<file path="src/rtl/qif_spike_decoder_if.sv">
// -----------------------------------------------------------------------------
// qif_spike_decoder_if
//
// Bundles the outputs of the QIF spike decoder and the ISI consumer's ready
// back-pressure into a single interface.
//
// Parameters:
//   ISI_W  width of the inter-spike interval sample
//   CNT_W  width of the spike-count (rate) sample
//
// Signals:
//   isi_data    captured interval in cycles (decoder -> consumer)
//   isi_valid   isi_data holds an unconsumed sample (decoder -> consumer)
//   isi_ready   consumer accepts the sample (consumer -> decoder)
//   rate_data   spike count of the last completed window (decoder -> consumer)
//   rate_valid  one-cycle pulse when rate_data updates (decoder -> consumer)
//   overrun     sticky flag, an ISI sample was dropped (decoder -> consumer)
//
// Modports:
//   master  the decoder side
//   slave   the readout / host side
// -----------------------------------------------------------------------------
interface qif_spike_decoder_if #(
  parameter int ISI_W = 16,
  parameter int CNT_W = 8
);

  logic [ISI_W-1:0] isi_data;
  logic             isi_valid;
  logic             isi_ready;
  logic [CNT_W-1:0] rate_data;
  logic             rate_valid;
  logic             overrun;

  modport master (
    output isi_data,
    output isi_valid,
    input  isi_ready,
    output rate_data,
    output rate_valid,
    output overrun
  );

  modport slave (
    input  isi_data,
    input  isi_valid,
    output isi_ready,
    input  rate_data,
    input  rate_valid,
    input  overrun
  );

endinterface

</file>
<file path="src/rtl/qif_spike_decoder.sv">
// -----------------------------------------------------------------------------
// qif_spike_decoder
//
// Receive-side decoder for the 1-bit spike train of the QIF neuron. Two
// measurements are recovered from the spike level:
//   * the inter-spike interval (ISI) between consecutive accepted rising
//     edges, delivered over a valid/ready handshake, and
//   * the spike count over a fixed window of 2^WIN_LOG2 enabled cycles,
//     delivered as a one-cycle rate_valid pulse at each window end.
//
// Parameters:
//   ISI_W     ISI counter / sample width, saturates at 2^ISI_W-1
//   CNT_W     spike-count width, saturates at 2^CNT_W-1
//   WIN_LOG2  rate window length is 2^WIN_LOG2 enabled cycles
//   REFRACT   refractory length in cycles (refractory build only)
//
// Ports:
//   clk       single clock, all state on the rising edge
//   rst       asynchronous, active-high reset
//   en        decoder enable; low disarms and clears the counters
//   spike_in  spike level from the neuron, synchronous to clk
//   dec_if    qif_spike_decoder_if.master: isi_data/isi_valid/isi_ready,
//             rate_data/rate_valid and the sticky overrun flag
//
// Build option:
//   QIF_DECODER_REFRACT_EN  when defined, edges arriving within REFRACT-1
//                           cycles after an accepted edge are ignored
//                           entirely (no ISI restart, no count, no FSM
//                           change). When undefined every edge is accepted.
// -----------------------------------------------------------------------------
module qif_spike_decoder #(
  parameter int ISI_W    = 16,
  parameter int CNT_W    = 8,
  parameter int WIN_LOG2 = 10,
  parameter int REFRACT  = 4
) (
  input  logic                 clk,
  input  logic                 rst,
  input  logic                 en,
  input  logic                 spike_in,
  qif_spike_decoder_if.master  dec_if
);

  localparam logic [ISI_W-1:0]    ISI_MAX  = '1;
  localparam logic [CNT_W-1:0]    CNT_MAX  = '1;
  localparam logic [WIN_LOG2-1:0] WIN_LAST = '1;
  // Refractory down-counter only ever holds REFRACT-1.
  localparam int REF_W = (REFRACT > 1) ? $clog2(REFRACT) : 1;

  typedef enum logic {
    ST_DISARMED,
    ST_ARMED
  } state_t;

  // ---------------------------------------------------------------------------
  // State
  // ---------------------------------------------------------------------------
  state_t              state_reg;
  logic                spike_d_reg;
  logic [ISI_W-1:0]    isi_c_reg;
  logic [ISI_W-1:0]    isi_data_reg;
  logic                isi_valid_reg;
  logic                overrun_reg;
  logic [WIN_LOG2-1:0] win_reg;
  logic [CNT_W-1:0]    n_reg;
  logic [CNT_W-1:0]    rate_data_reg;
  logic                rate_valid_reg;
  logic [REF_W-1:0]    refract_cnt;

  // ---------------------------------------------------------------------------
  // Combinational helpers
  // ---------------------------------------------------------------------------
  logic             edge_raw;
  logic             refract_block;
  logic             edge_acc;
  logic             handshake;
  logic [ISI_W-1:0] isi_c_next;
  logic [CNT_W:0]   n_plus;
  logic [CNT_W-1:0] n_sat_next;

  // The edge detector keeps running while disabled so that a spike level
  // already high when en rises is not mistaken for a fresh edge.
  assign edge_raw      = spike_in & ~spike_d_reg;
  assign refract_block = |refract_cnt;
  assign edge_acc      = en & edge_raw & ~refract_block;
  assign handshake     = isi_valid_reg & dec_if.isi_ready;

  // ISI counter: restarts at 1 on an accepted edge so that edges at t0 and
  // t1 leave exactly t1-t0 in the counter at t1; sticks at all-ones.
  always_comb begin
    isi_c_next = isi_c_reg;
    if (!en) begin
      isi_c_next = '0;
    end else if (edge_acc) begin
      isi_c_next = ISI_W'(1);
    end else if (isi_c_reg != ISI_MAX) begin
      isi_c_next = isi_c_reg + ISI_W'(1);
    end
  end

  // Saturating count including an edge in the current cycle; used both for
  // the running count and for the closing value at the window terminal
  // count, so an edge on the terminal cycle lands in the closing window.
  assign n_plus     = {1'b0, n_reg} + {{CNT_W{1'b0}}, edge_acc};
  assign n_sat_next = n_plus[CNT_W] ? CNT_MAX : n_plus[CNT_W-1:0];

  // ---------------------------------------------------------------------------
  // Edge detector delay register
  // ---------------------------------------------------------------------------
  always_ff @(posedge clk or posedge rst) begin
    if (rst) begin
      spike_d_reg <= 1'b0;
    end else begin
      spike_d_reg <= spike_in;
    end
  end

  // ---------------------------------------------------------------------------
  // Refractory window
  // ---------------------------------------------------------------------------
`ifdef QIF_DECODER_REFRACT_EN
  localparam logic [REF_W-1:0] REF_HOLD = REF_W'((REFRACT > 1) ? REFRACT - 1 : 0);

  // Loaded on an accepted edge, edges are blocked while it is non-zero, so
  // the next edge can be accepted REFRACT cycles after the previous one.
  always_ff @(posedge clk or posedge rst) begin
    if (rst) begin
      refract_cnt <= '0;
    end else if (!en) begin
      refract_cnt <= '0;
    end else if (edge_acc) begin
      refract_cnt <= REF_HOLD;
    end else if (refract_cnt != '0) begin
      refract_cnt <= refract_cnt - REF_W'(1);
    end
  end
`else
  assign refract_cnt = '0;
`endif

  // ---------------------------------------------------------------------------
  // ISI counter
  // ---------------------------------------------------------------------------
  always_ff @(posedge clk or posedge rst) begin
    if (rst) begin
      isi_c_reg <= '0;
    end else begin
      isi_c_reg <= isi_c_next;
    end
  end

  // ---------------------------------------------------------------------------
  // Arm / capture FSM with the ISI output register and handshake
  // ---------------------------------------------------------------------------
  always_ff @(posedge clk or posedge rst) begin
    if (rst) begin
      state_reg     <= ST_DISARMED;
      isi_data_reg  <= '0;
      isi_valid_reg <= 1'b0;
      overrun_reg   <= 1'b0;
    end else begin
      // A consumed sample clears valid unless a capture below refills it.
      // This also completes a pending handshake while en is low.
      if (handshake) begin
        isi_valid_reg <= 1'b0;
      end

      if (!en) begin
        state_reg <= ST_DISARMED;
      end else if (edge_acc) begin
        case (state_reg)
          ST_DISARMED: begin
            // First edge only establishes the time reference.
            state_reg <= ST_ARMED;
          end
          ST_ARMED: begin
            if (!isi_valid_reg || handshake) begin
              isi_data_reg  <= isi_c_reg;
              isi_valid_reg <= 1'b1;
            end else begin
              // Consumer still holds the previous sample: keep it stable
              // and record the loss.
              overrun_reg <= 1'b1;
            end
          end
          default: begin
            state_reg <= ST_DISARMED;
          end
        endcase
      end
    end
  end

  // ---------------------------------------------------------------------------
  // Rate window
  // ---------------------------------------------------------------------------
  always_ff @(posedge clk or posedge rst) begin
    if (rst) begin
      win_reg        <= '0;
      n_reg          <= '0;
      rate_data_reg  <= '0;
      rate_valid_reg <= 1'b0;
    end else begin
      rate_valid_reg <= 1'b0;
      if (!en) begin
        // Restarting from zero aligns the next window with the first
        // enabled cycle after en rises.
        win_reg <= '0;
        n_reg   <= '0;
      end else begin
        win_reg <= win_reg + WIN_LOG2'(1);
        if (win_reg == WIN_LAST) begin
          rate_data_reg  <= n_sat_next;
          rate_valid_reg <= 1'b1;
          n_reg          <= '0;
        end else begin
          n_reg <= n_sat_next;
        end
      end
    end
  end

  // ---------------------------------------------------------------------------
  // Outputs
  // ---------------------------------------------------------------------------
  assign dec_if.isi_data   = isi_data_reg;
  assign dec_if.isi_valid  = isi_valid_reg;
  assign dec_if.rate_data  = rate_data_reg;
  assign dec_if.rate_valid = rate_valid_reg;
  assign dec_if.overrun    = overrun_reg;

endmodule
</file>
<file path="src/flat_wrapper.sv">
// flat-port wrapper written by rule: the top's interface ports become plain ports
module qif_spike_decoder_flat 
#(
  parameter int ISI_W    = 16,
  parameter int CNT_W    = 8,
  parameter int WIN_LOG2 = 10,
  parameter int REFRACT  = 4
)
  (clk, rst, en, spike_in, dec_if_isi_data, dec_if_isi_valid, dec_if_isi_ready, dec_if_rate_data, dec_if_rate_valid, dec_if_overrun);
  qif_spike_decoder_if #(.ISI_W(ISI_W), .CNT_W(CNT_W)) dec_if_i ();
  input  logic clk;
  input  logic rst;
  input  logic en;
  input  logic spike_in;
  output wire logic [$bits(dec_if_i.isi_data)-1:0] dec_if_isi_data;
  output wire logic [$bits(dec_if_i.isi_valid)-1:0] dec_if_isi_valid;
  input wire logic [$bits(dec_if_i.isi_ready)-1:0] dec_if_isi_ready;
  output wire logic [$bits(dec_if_i.rate_data)-1:0] dec_if_rate_data;
  output wire logic [$bits(dec_if_i.rate_valid)-1:0] dec_if_rate_valid;
  output wire logic [$bits(dec_if_i.overrun)-1:0] dec_if_overrun;
  assign dec_if_isi_data = dec_if_i.isi_data;
  assign dec_if_isi_valid = dec_if_i.isi_valid;
  assign dec_if_i.isi_ready = dec_if_isi_ready;
  assign dec_if_rate_data = dec_if_i.rate_data;
  assign dec_if_rate_valid = dec_if_i.rate_valid;
  assign dec_if_overrun = dec_if_i.overrun;
  qif_spike_decoder #(.ISI_W(ISI_W), .CNT_W(CNT_W), .WIN_LOG2(WIN_LOG2), .REFRACT(REFRACT)) u_core (.clk(clk), .rst(rst), .en(en), .spike_in(spike_in), .dec_if(dec_if_i));
endmodule
</file>
<file path="config.mk">
export PLATFORM = sky130hd
export DESIGN_NAME = qif_spike_decoder_flat
export DESIGN_NICKNAME = d
export VERILOG_FILES = /design/src/rtl/qif_spike_decoder_if.sv /design/src/rtl/qif_spike_decoder.sv /design/src/flat_wrapper.sv
export SDC_FILE = /design/constraint.sdc
export NUM_CORES = 1
export LEC_CHECK = 0
export CORE_ASPECT_RATIO = 0.7
export CORE_UTILIZATION = 55
export CTS_CLUSTER_DIAMETER = 150
export DETAILED_ROUTE_END_ITERATION = 10
export PLACE_DENSITY = 0.78
export SKIP_LAST_GASP = 1
export SYNTH_ARGS = -nofsm -noshare
export SYNTH_HDL_FRONTEND = slang
export SYNTH_SLANG_ARGS = --single-unit
</file>
<file path="constraint.sdc">
create_clock -name clk -period 2.2 [get_ports clk]
set_input_delay 0.22 -clock clk [delete_from_list [all_inputs] [get_ports clk]]
set_output_delay 0.22 -clock clk [all_outputs]
set_load 0.005 [all_outputs]
</file>
### After elaboration in Yosys (flattened, before gate mapping)

Cells that the tools add are included.

* add/sub/neg operators: 3
* $lt $le $gt $ge: 0
* shift operators: 0
* $mul: 0
* reductions and logical operators: 5
* mux-type cells: 16
* div/mod/pow operators: 0
* bitwise logic cells: 5
* equal/unequal tests: 4

Operator list (number)
* 2-to-1 mux 16 bit: 3
* 2-to-1 mux 8 bit: 3
* adder 16 x 1 -> 16 bit, second input constant: 1
* != test 16 bit, second input constant: 1
* adder 10 x 1 -> 10 bit, second input constant: 1
* equality test 10 bit, second input constant: 1
* 2-to-1 mux 10 bit: 1
* adder 8 x 1 -> 9 bit: 1
* 2-to-1 mux 1 bit: 9
* AND reduction 4 bit: 2
* AND 1 bit: 3
* != test 3 x 1 -> 1 bit, second input constant: 1
* != test 2 x 1 -> 1 bit, second input constant: 1
* inverter 1 bit: 2
* AND reduction 2 bit: 1
* logical NOT 1 bit: 1
* logical OR 1 bit: 1

* bits in read-only memories: 0
* RAM bits: 0
* input port bits: 5
* logic and storage cells: 43
* output and inout bits: 27
* latch bits: 0
* register bits: 63
* memories: 0

### Depth between registers and ports, before layout

Gate-level depths: netlist (run 1).

* depth in word-level cells: 7
* gate-level depth with buffers: 8
* gate-level depth less buffers: 8

### Worst setup path before layout (run 1)

Ideal clock, no wire load.

* path kind: register to register
* start point: reg u_core.spike_d_reg
* end point: reg u_core.rate_data_reg[2] (netlist: u_core.dec_if.rate_data[2])
* period minus slack after synthesis: 1.750 ns
* arrival time: 1.626 ns
* required time: 2.075 ns
* setup slack: 0.450 ns
* cell stages (with the launch flop): 9
* buffers on the path: 0
* library setup time: 0.125 ns
* path through: dfrtp_1 nor2b_1 and2_1 ha_1 ha_1 nand2_1 a31oi_1 nor2_1 mux2_2

* word-level cells in the longest chain between the ends: 5

RTL lines
* start: declaration: RTL line qif_spike_decoder.sv:59 `logic spike_d_reg;`
* start signal: assignment: RTL line qif_spike_decoder.sv:114 `spike_d_reg <= spike_in;`
* inverter 1 bit: RTL line qif_spike_decoder.sv:83 `assign edge_raw = spike_in & ~spike_d_reg;`
* AND 1 bit: RTL line qif_spike_decoder.sv:83
* AND 1 bit: RTL line qif_spike_decoder.sv:85 `assign edge_acc = en & edge_raw & ~refract_block;`
* adder 8 x 1 -> 9 bit: RTL line qif_spike_decoder.sv:104 `assign n_plus = {1'b0, n_reg} + {{CNT_W{1'b0}}, edge_acc};`
* 2-to-1 mux 8 bit: RTL line qif_spike_decoder.sv:105 `assign n_sat_next = n_plus[CNT_W] ? CNT_MAX : n_plus[CNT_W-1:0];`
* end signal: assignment: RTL line qif_spike_decoder.sv:213 `rate_data_reg <= n_sat_next;`
* end: declaration: RTL line qif_spike_decoder.sv:66 `logic [CNT_W-1:0] rate_data_reg;`

No other way between the ends.
A chain may end at the register's enable or synchronous reset.

### Final worst setup path (run 1)

* start point: reg u_core.isi_c_reg[0]
* end point: reg u_core.isi_c_reg[14]

* word-level cells in the longest chain between the ends: 4
* elaborated cells between the ends (all ways): 6
* those cells by class: add/sub: 1; eq/ne: 2; mux: 3

RTL lines
* start: declaration: RTL line qif_spike_decoder.sv:60 `logic [ISI_W-1:0] isi_c_reg;`
* start signal: assignment: RTL line qif_spike_decoder.sv:148 `isi_c_reg <= isi_c_next;`
* adder 16 x 1 -> 16 bit: RTL line qif_spike_decoder.sv:97 `isi_c_next = isi_c_reg + ISI_W'(1);`
* 2-to-1 mux 16 bit: RTL line qif_spike_decoder.sv:96 `end else if (isi_c_reg != ISI_MAX) begin`
* 2-to-1 mux 16 bit: RTL line qif_spike_decoder.sv:94 `end else if (edge_acc) begin`
* 2-to-1 mux 16 bit: RTL line qif_spike_decoder.sv:92 `if (!en) begin`

Several ways; a longest one is shown, not always the timed one. The select of a mux whose other input is x is not followed.

==> results of run 1 <==
==> layer usage <==
metal	track usage (%)	share of wire, %	up-vias	routed length, um
met3	9.04	4.9	6	272
met2	32.7	45	44	2470
li1	-	-	1006	-
met4	5.12	0.99	0	55
met1	33.9	50	1034	2740
met5	0	0	-	0
==> report_power, final <==
part           switching (mW)  internal, mW
Combinational          0.0584        0.0551
Sequential             0.0188          1.18
Clock                   0.426         0.577
Total                   0.504          1.81
==> synth_stat cells (5+ instances only) <==
master	n	area [um2]
sky130_fd_sc_hd__and2_1	11	68.8
sky130_fd_sc_hd__nor3_1	8	40.0
sky130_fd_sc_hd__nand2_1	12	45.0
sky130_fd_sc_hd__and3_1	6	37.5
sky130_fd_sc_hd__dfrtp_1	63	1580
sky130_fd_sc_hd__xnor2_1	8	70.1
sky130_fd_sc_hd__nand3_1	14	70.1
sky130_fd_sc_hd__o21ai_0	8	40.0
sky130_fd_sc_hd__a21oi_1	10	50.1
sky130_fd_sc_hd__inv_1	8	30.0
sky130_fd_sc_hd__nand4_1	9	56.3
sky130_fd_sc_hd__or3_1	8	50.1
sky130_fd_sc_hd__nor2_1	17	63.8
sky130_fd_sc_hd__mux2_2	17	191
sky130_fd_sc_hd__o21a_1	5	37.5
sky130_fd_sc_hd__mux2i_1	6	60.1
==> final timing paths <==
| path | cells after the start | start | end |
|---|---|---|---|
| max | 5 | u_core.isi_c_reg[0] | u_core.isi_c_reg[14] |
| min | 3 | rst | u_core.dec_if.rate_valid |
| max reg2reg | 5 | u_core.isi_c_reg[0] | u_core.isi_c_reg[14] |
| min reg2reg | 1 | u_core.win_reg[0] | u_core.win_reg[0] |
| max in group asynchronous | 3 | rst | u_core.win_reg[6] |
| min in group clk | 1 | spike_in | u_core.spike_d_reg |
==> layout make-up <==
type | count | area [um2]
Clock buffer | 12 | 155
Clock inverter | 3 | 42.5
Fill cell | 377 | 1370
Inverter | 8 | 30.0
Multi-Input combinational cell | 177 | 1210
Sequential cell | 63 | 1580
Tap cell | 69 | 86.3
Timing Repair Buffer | 39 | 395
==> logic make-up after synthesis <==
group,after synthesis,share of synthesized area (%)
simple gates,101,20.0
flops,63,55.5
buf+inv,14,2.03
mux,23,8.85
xor+xnor,11,3.39
fa+ha+maj,4,1.76
compound gates,38,8.45
==> per-stage QoR <==
stage | instances | TNS [ps]
after floorplan | 254 | 0
after global placement | 356 | 0
after detailed placement | 356 | -36.8
after CTS | 371 | 0
after global routing | 371 | 0
final | 371 | 0
==> critical path, cell delays in order, from the launching register on <==
cell and delay (ps):
sky130_fd_sc_hd__dfrtp_1 450, sky130_fd_sc_hd__ha_1 250, sky130_fd_sc_hd__nand2_1 180, sky130_fd_sc_hd__nor4_1 550
sky130_fd_sc_hd__a31oi_1 170, sky130_fd_sc_hd__a311oi_1 250
==> results.md, run 1 <==
Status:
- The flow ran to the end, and the final reports show no timing, DRC or antenna violations.

Route:
- For this run, the detailed router's first-pass iteration total came to 4.
- The detailed router's first-iteration violation count is approximately 150.
- The routed via count is 2090.
- The count of unresolved DRC violations after routing is 0.
- The final routed wirelength across all metal layers is between 5000 and 6000 um.
- The residual antenna-violating net count after detailed routing is 0.
- The average vias per placed instance is roughly 5.6.
- The average wire per standard cell is 14.9 um.

Timing:
- The final count of negative-setup-slack endpoints is 0.
- The minimum hold slack is around 280 ps.
- The post-route fraction of the period consumed by the critical path is 88.1%.
- The transition time at the pin with the least slew margin is 596 ps.
- The number of slew-limit violations in the final report is 0.
- The clock tree skew after final layout is approximately 8.0 ps.
- The worst slew margin relative to its limit is 59.9%.
- For the finished layout, the period the worst path requires is just under 2000 ps.
- Setup slack closes at roughly 260 ps.
- Based on the critical path, the design can be clocked at up to 516 MHz.
- Setup repair after global routing left no endpoint under its margin.
- The final count of hold timing violations is 0.

Floorplan:
- The floorplan has 21 rows.
- The die is just under 90 um wide.
- The core area is around 4900 um2.
- The die covers 5460 um2.
- The number of ports placed on the die boundary is 32.
- Once the floorplan was initialized, standard cells occupied just under 60% of the core.
- The die height is 62.1 um.

Placement:
- Port buffering added 31 buffers.
- The HPWL after detailed placement is 3700 um.
- Prior to clock tree synthesis, the placed netlist has a worst setup slack of -36.8 ps.
- Summing all placed instances gives a cell area of between 3000 and 4000 um2.
- At the end of routability-driven placement, the weighted congestion stood at between 0.8 and 0.9.

Clocking:
- After clock tree synthesis, the clock-pin slew on the worst setup and hold paths is about 70 ps.
- The cts-stage hold buffer count is 0.
- The cell sitting at the root of the clock tree is a sky130_fd_sc_hd__clkbuf_8.
- The H-tree depth is 3.
- In this run, CTS created clock tree buffers numbering 9.
- The deepest clock path buffer count is 2.
- The number of post-CTS setup repair buffers is 0.
- The number of clock sinks seen by CTS is between 60 and 70.
- TritonCTS built the clock tree.
- The number of resized instances in the post-cts repair step is 0.
- The latest clock arrival within the worst-skew pair is ~340 ps.

Synth:
- Synthesis produced a netlist with a net count of 263.
- The proportion of register bits with asynchronous set or reset after synthesis is 100%.
- The summed instance area of the synthesized netlist is around 2800 um2.
- The post-synthesis sequential area ratio is 55.5%.
- Counting flops with a built-in enable in the synthesized netlist gives 0.
- Among all flip-flop cells after synthesis, the most frequent one is sky130_fd_sc_hd__dfrtp_1.
- The synthesized design contains 63 register bits.
- Synthesis handed over a netlist of 254 instances.
- After synthesis, the netlist uses 37 different library cells.
- A synthesized cell averages between 10 and 15 um2.
- For this run, the number of Yosys warnings is 0.

Power:
- Overall power consumption after layout is estimated at around 2.3 mW.
- The analysis attributes to cell leakage a power of approximately 1.6 nW.
- The power density over cell area is 663 nW/um2.
- The peak supply drop is ~0.00048 V.

Finish:
- Of the cells placed in the final design, the portion with a size suffix greater than 1 is around 14%.
- Compared with the post-synthesis result, the final layout area differs by 22.9%.
- Once layout is complete, the utilization of the core stands at a little under three quarters.
- The library cells used most frequently in the layout, excluding fill and tap cells, are sky130_fd_sc_hd__dfrtp_1 (63), sky130_fd_sc_hd__clkdlybuf4s50_1 (31), sky130_fd_sc_hd__mux2_2 (17), sky130_fd_sc_hd__nor2_1 (17), sky130_fd_sc_hd__nand3_1 (14).
- The repair_antennas step left the layout with diodes totalling 0.
- The number of nets in the final layout is 307.
- The library cell used most frequently in the layout, excluding fill and tap cells, is sky130_fd_sc_hd__dfrtp_1.
- After routing the design area is roughly 3500 um2.

GRT:
- The initial antenna violation count is 0.
- The via count of the first global-routing pass is between 2000 and 2500.
- The first global-routing pass estimated between 9000 and 10000 um of wire.
- The total overflow reported by the global router is 0.
- Global routing used approximately 23% of the available tracks.
- Entering global routing, the biggest net connects 64 pins.

Critical path:
- The worst setup path category is reg2reg.
- For flop-to-flop paths, the worst setup slack is 260 ps.
- The required time of the critical path is 2440 ps.
- The highest net fanout along the worst path is 6.
- The critical path startpoint category is a flip-flop.
- At the worst endpoint, the arrival time is around 2200 ps.
- The endpoint class of the critical path is a flip-flop.

Min path:
- The tightest min-delay check is of the in2async type.

Flow run:
- The number of max-cap violations is 0.
Power figures use the tool's default switching activity.
==> inputs of run 2 (changes only) <==
==> constraint.sdc (replaced) <==
create_clock -name clk -period 1.9 [get_ports clk]
set_input_delay 0.19 -clock clk [delete_from_list [all_inputs] [get_ports clk]]
set_output_delay 0.19 -clock clk [all_outputs]
set_load 0.005 [all_outputs]
==> run 2 against run 1 <==
  * Cell count up 3.2%
  * Core utilization up 3.3 points
  * Cell area up 4.7%
  * Total power up 29%
  * Register-to-register slack worse by 170 ps
  * Combinational power up 27%
  * Worst hold slack worse by 140 ps
  * Non-clock buffer count up 11
  * Via count up 2.0%
  * Clock power up 46%
  * First-iteration DRC count down 15%
  * Count of clock-buffer cells in the layout down 2
  * Critical endpoint is now u_core.isi_c_reg[13]
  * Highest routed layer unchanged
==> results.md, run 2 (synthesis gave the netlist of run 1 again) <==
Power:
- The leakage power of the design is between 1.5 and 2 nW.
- The power density over cell area is 817 nW/um2.
- The peak supply drop is 0.000799 V.
- The overall power of the completed layout is 2.99 mW.

Timing:
- The final critical-path required period is 1810 ps.
- Setup repair after global routing could not meet its margin everywhere.
- The final count of hold timing violations is 0.
- Setup violations remaining at the end of the flow were counted as 0.
- The upper clock frequency limit is between 500 and 600 MHz.
- Setup slack closes at between 80 and 90 ps.
- For the final database, setup skew stands at between 9 and 10 ps.
- The post-route fraction of the period consumed by the critical path is between 90% and 100%.
- The number of slew-limit violations in the final report was 0.
- The worst slew margin relative to its limit is between 60 and 70%.
- For the pin with the worst max-slew slack, the measured transition is approximately 530 ps.

Critical path:
- The required time of the critical path is between 2000 and 2500 ps.
- The largest single stage delay on the critical path is ~580 ps.
- The highest net fanout along the worst path is 9.
- Broken down by cell family, the worst path's largest delay share belongs to simple AND/OR/NAND/NOR gates.
- The worst setup path is captured at a flip-flop.
- Among all stages on the critical path, the largest delay is contributed by sky130_fd_sc_hd__or4_1.
- The critical path startpoint category is a flip-flop.
- The worst setup path category is reg2reg.
- Traced cell by cell, the critical path runs through nand4_4, or4_1, or3_1, a21oi_1.
- The critical path arrival is around 2100 ps.
- The worst path buffer plus inverter count is 0.

Route:
- The first-pass detailed-route iteration total is 4.
- After detailed routing, the number of remaining DRC violations is 0.
- For this block, the initial DRC count from the detailed router was between 100 and 150.
- The final routed wirelength across all metal layers is a little under 6000 um.
- Summing over every cut layer, the via total after detailed routing is 2131.
- The average vias per placed instance is 5.56.
- In the final routed layout, each cell accounts on average for 15.1 um.
- In this run the remaining antenna-violating nets after routing total 0.

Clocking:
- At the later pin of the worst-skew pair, clock insertion delay measures 350 ps.
- The TritonCTS clock tree is yes.
- Clock tree synthesis selected as its root buffer the cell sky130_fd_sc_hd__clkbuf_8.
- The number of clock sinks seen by CTS is 63.
- The H-tree generated during clock tree synthesis spans 3 levels.
- The deepest clock path buffer count is 2.
- The number of post-CTS setup repair buffers is 0.
- Clock-pin slew was measured on the worst setup and hold paths at 70 ps.
- The TritonCTS buffer count is 9.

Placement:
- Routability-driven placement finished with a final weighted congestion of between 0.8 and 0.9.
- The post-placement setup slack is -214 ps.
- Summing all placed instances gives a cell area of about 3400 um2.
- Summed over all nets, the half-perimeter wirelength after detailed placement is roughly 3900 um.
- The count of buffers added on input and output ports is 31.
- The cell total after placement is 367.

Floorplan:
- The die area is 5460 um2.
- The starting utilization of the core area is roughly three fifths.
- The chip width is 87.9 um.
- In this run the count of I/O pins placed on the die edge is 32.
- The core area is between 4000 and 5000 um2.
- In this run the core area contains 21 standard-cell rows.
- Measured along the y axis, the die boundary spans about 62 um.

GRT:
- The pin count of the biggest net entering global routing is between 40 and 50.
- The via count of the first global-routing pass was approximately 2000.
- The overall fraction of global-route tracks in use is 24.0%.
- The initial antenna violation count is 0.
- The first global-routing pass estimated 9800 um of wire.
- After global routing the overflow that remains totals 0.

Finish:
- Once layout is complete, the cells apart from fillers number between 300 and 400.
- In the layout the commonest cells are sky130_fd_sc_hd__dfrtp_1 (63), sky130_fd_sc_hd__clkdlybuf4s50_1 (31), sky130_fd_sc_hd__mux2_2 (17), sky130_fd_sc_hd__nor2_1 (17), sky130_fd_sc_hd__buf_4 (17).
- In the final design database the tool counted between 300 and 400 nets.
- The area overhead of the layout relative to synthesis is 28.7%.
- The most common cell after layout, fill and taps aside is sky130_fd_sc_hd__dfrtp_1.
- In the final layout, the share of cells above drive strength 1 is just under 20%.
- The number of inserted diodes is 0.
- With fillers left out, the area of the finished cells amounts to between 3000 and 4000 um2.

Status:
- The run finished with clean final reports.

Flow run:
- Max-cap violations in this run came to 0.

Min path:
- The path category of the worst min-delay check is in2async.
## run 2: cell count changes in the layout (fill, tap and decap cells not counted), moves of 2 or more
cell | previous run | this run
sky130_fd_sc_hd__buf_4 | 6 | 17
sky130_fd_sc_hd__bufinv_16 | 1 | 3
sky130_fd_sc_hd__ha_1 | 4 | 2
sky130_fd_sc_hd__ha_2 | 0 | 2
sky130_fd_sc_hd__inv_6 | 0 | 2
## run 2: worst paths after layout
path	start	to	slack, ps	depth (start not counted)
worst max-delay path	u_core.isi_c_reg[5]	u_core.isi_c_reg[13]	90	4
worst min-delay path	rst	u_core.dec_if.isi_data[4]	140	2
worst max register to register	u_core.isi_c_reg[5]	u_core.isi_c_reg[13]	90	4
worst min register to register	u_core.dec_if.overrun	u_core.dec_if.overrun	480	1
max in group asynchronous	rst	u_core.win_reg[9]	1190	3
min in group clk	spike_in	u_core.spike_d_reg	310	1
## run 2: through the flow
stage | util [%] | setup TNS [ps] | hold WS [ps]
finish | 75.2 | 0 | 141
global route | 75.2 | -6.57 | 197
CTS | 74.7 | 0 | 145
detailed placement | 69.5 | -2590 | 461
global placement | 69.5 | -1630 | 466
floorplan | - | 0 | 221
## run 2: routing by layer
metal  GRT usage [%]  vias up  part of all wire, %
li1                -     1032                    -
met1            34.3     1029                   50
met2            33.8       60                   43
met3            7.05       10                  4.3
met4            10.9        0                  2.0
met5               0        -                    0
## run 2: power by group
part	switching, mW	total [mW]	internal, mW
sequential	0.0209	1.39	1.37
combinational	0.0742	0.143	0.0688
clock	0.542	1.46	0.916
total	0.637	2.99	2.35
## run 2: layout make-up
class                   count  area [um2]
multi-input cells         177        1230
clock inverters             6         115
inverters                   8        30.0
well taps                  69        86.3
repair buffers             50         478
fillers                   316        1200
clock buffers              10         138
flip-flops and latches     63        1580
## run 2: repair_timing
item | CTS | global route
hold buffers | 0 | 0
endpoints found under the setup margin | 0 | 3
resized for setup | 0 | 6
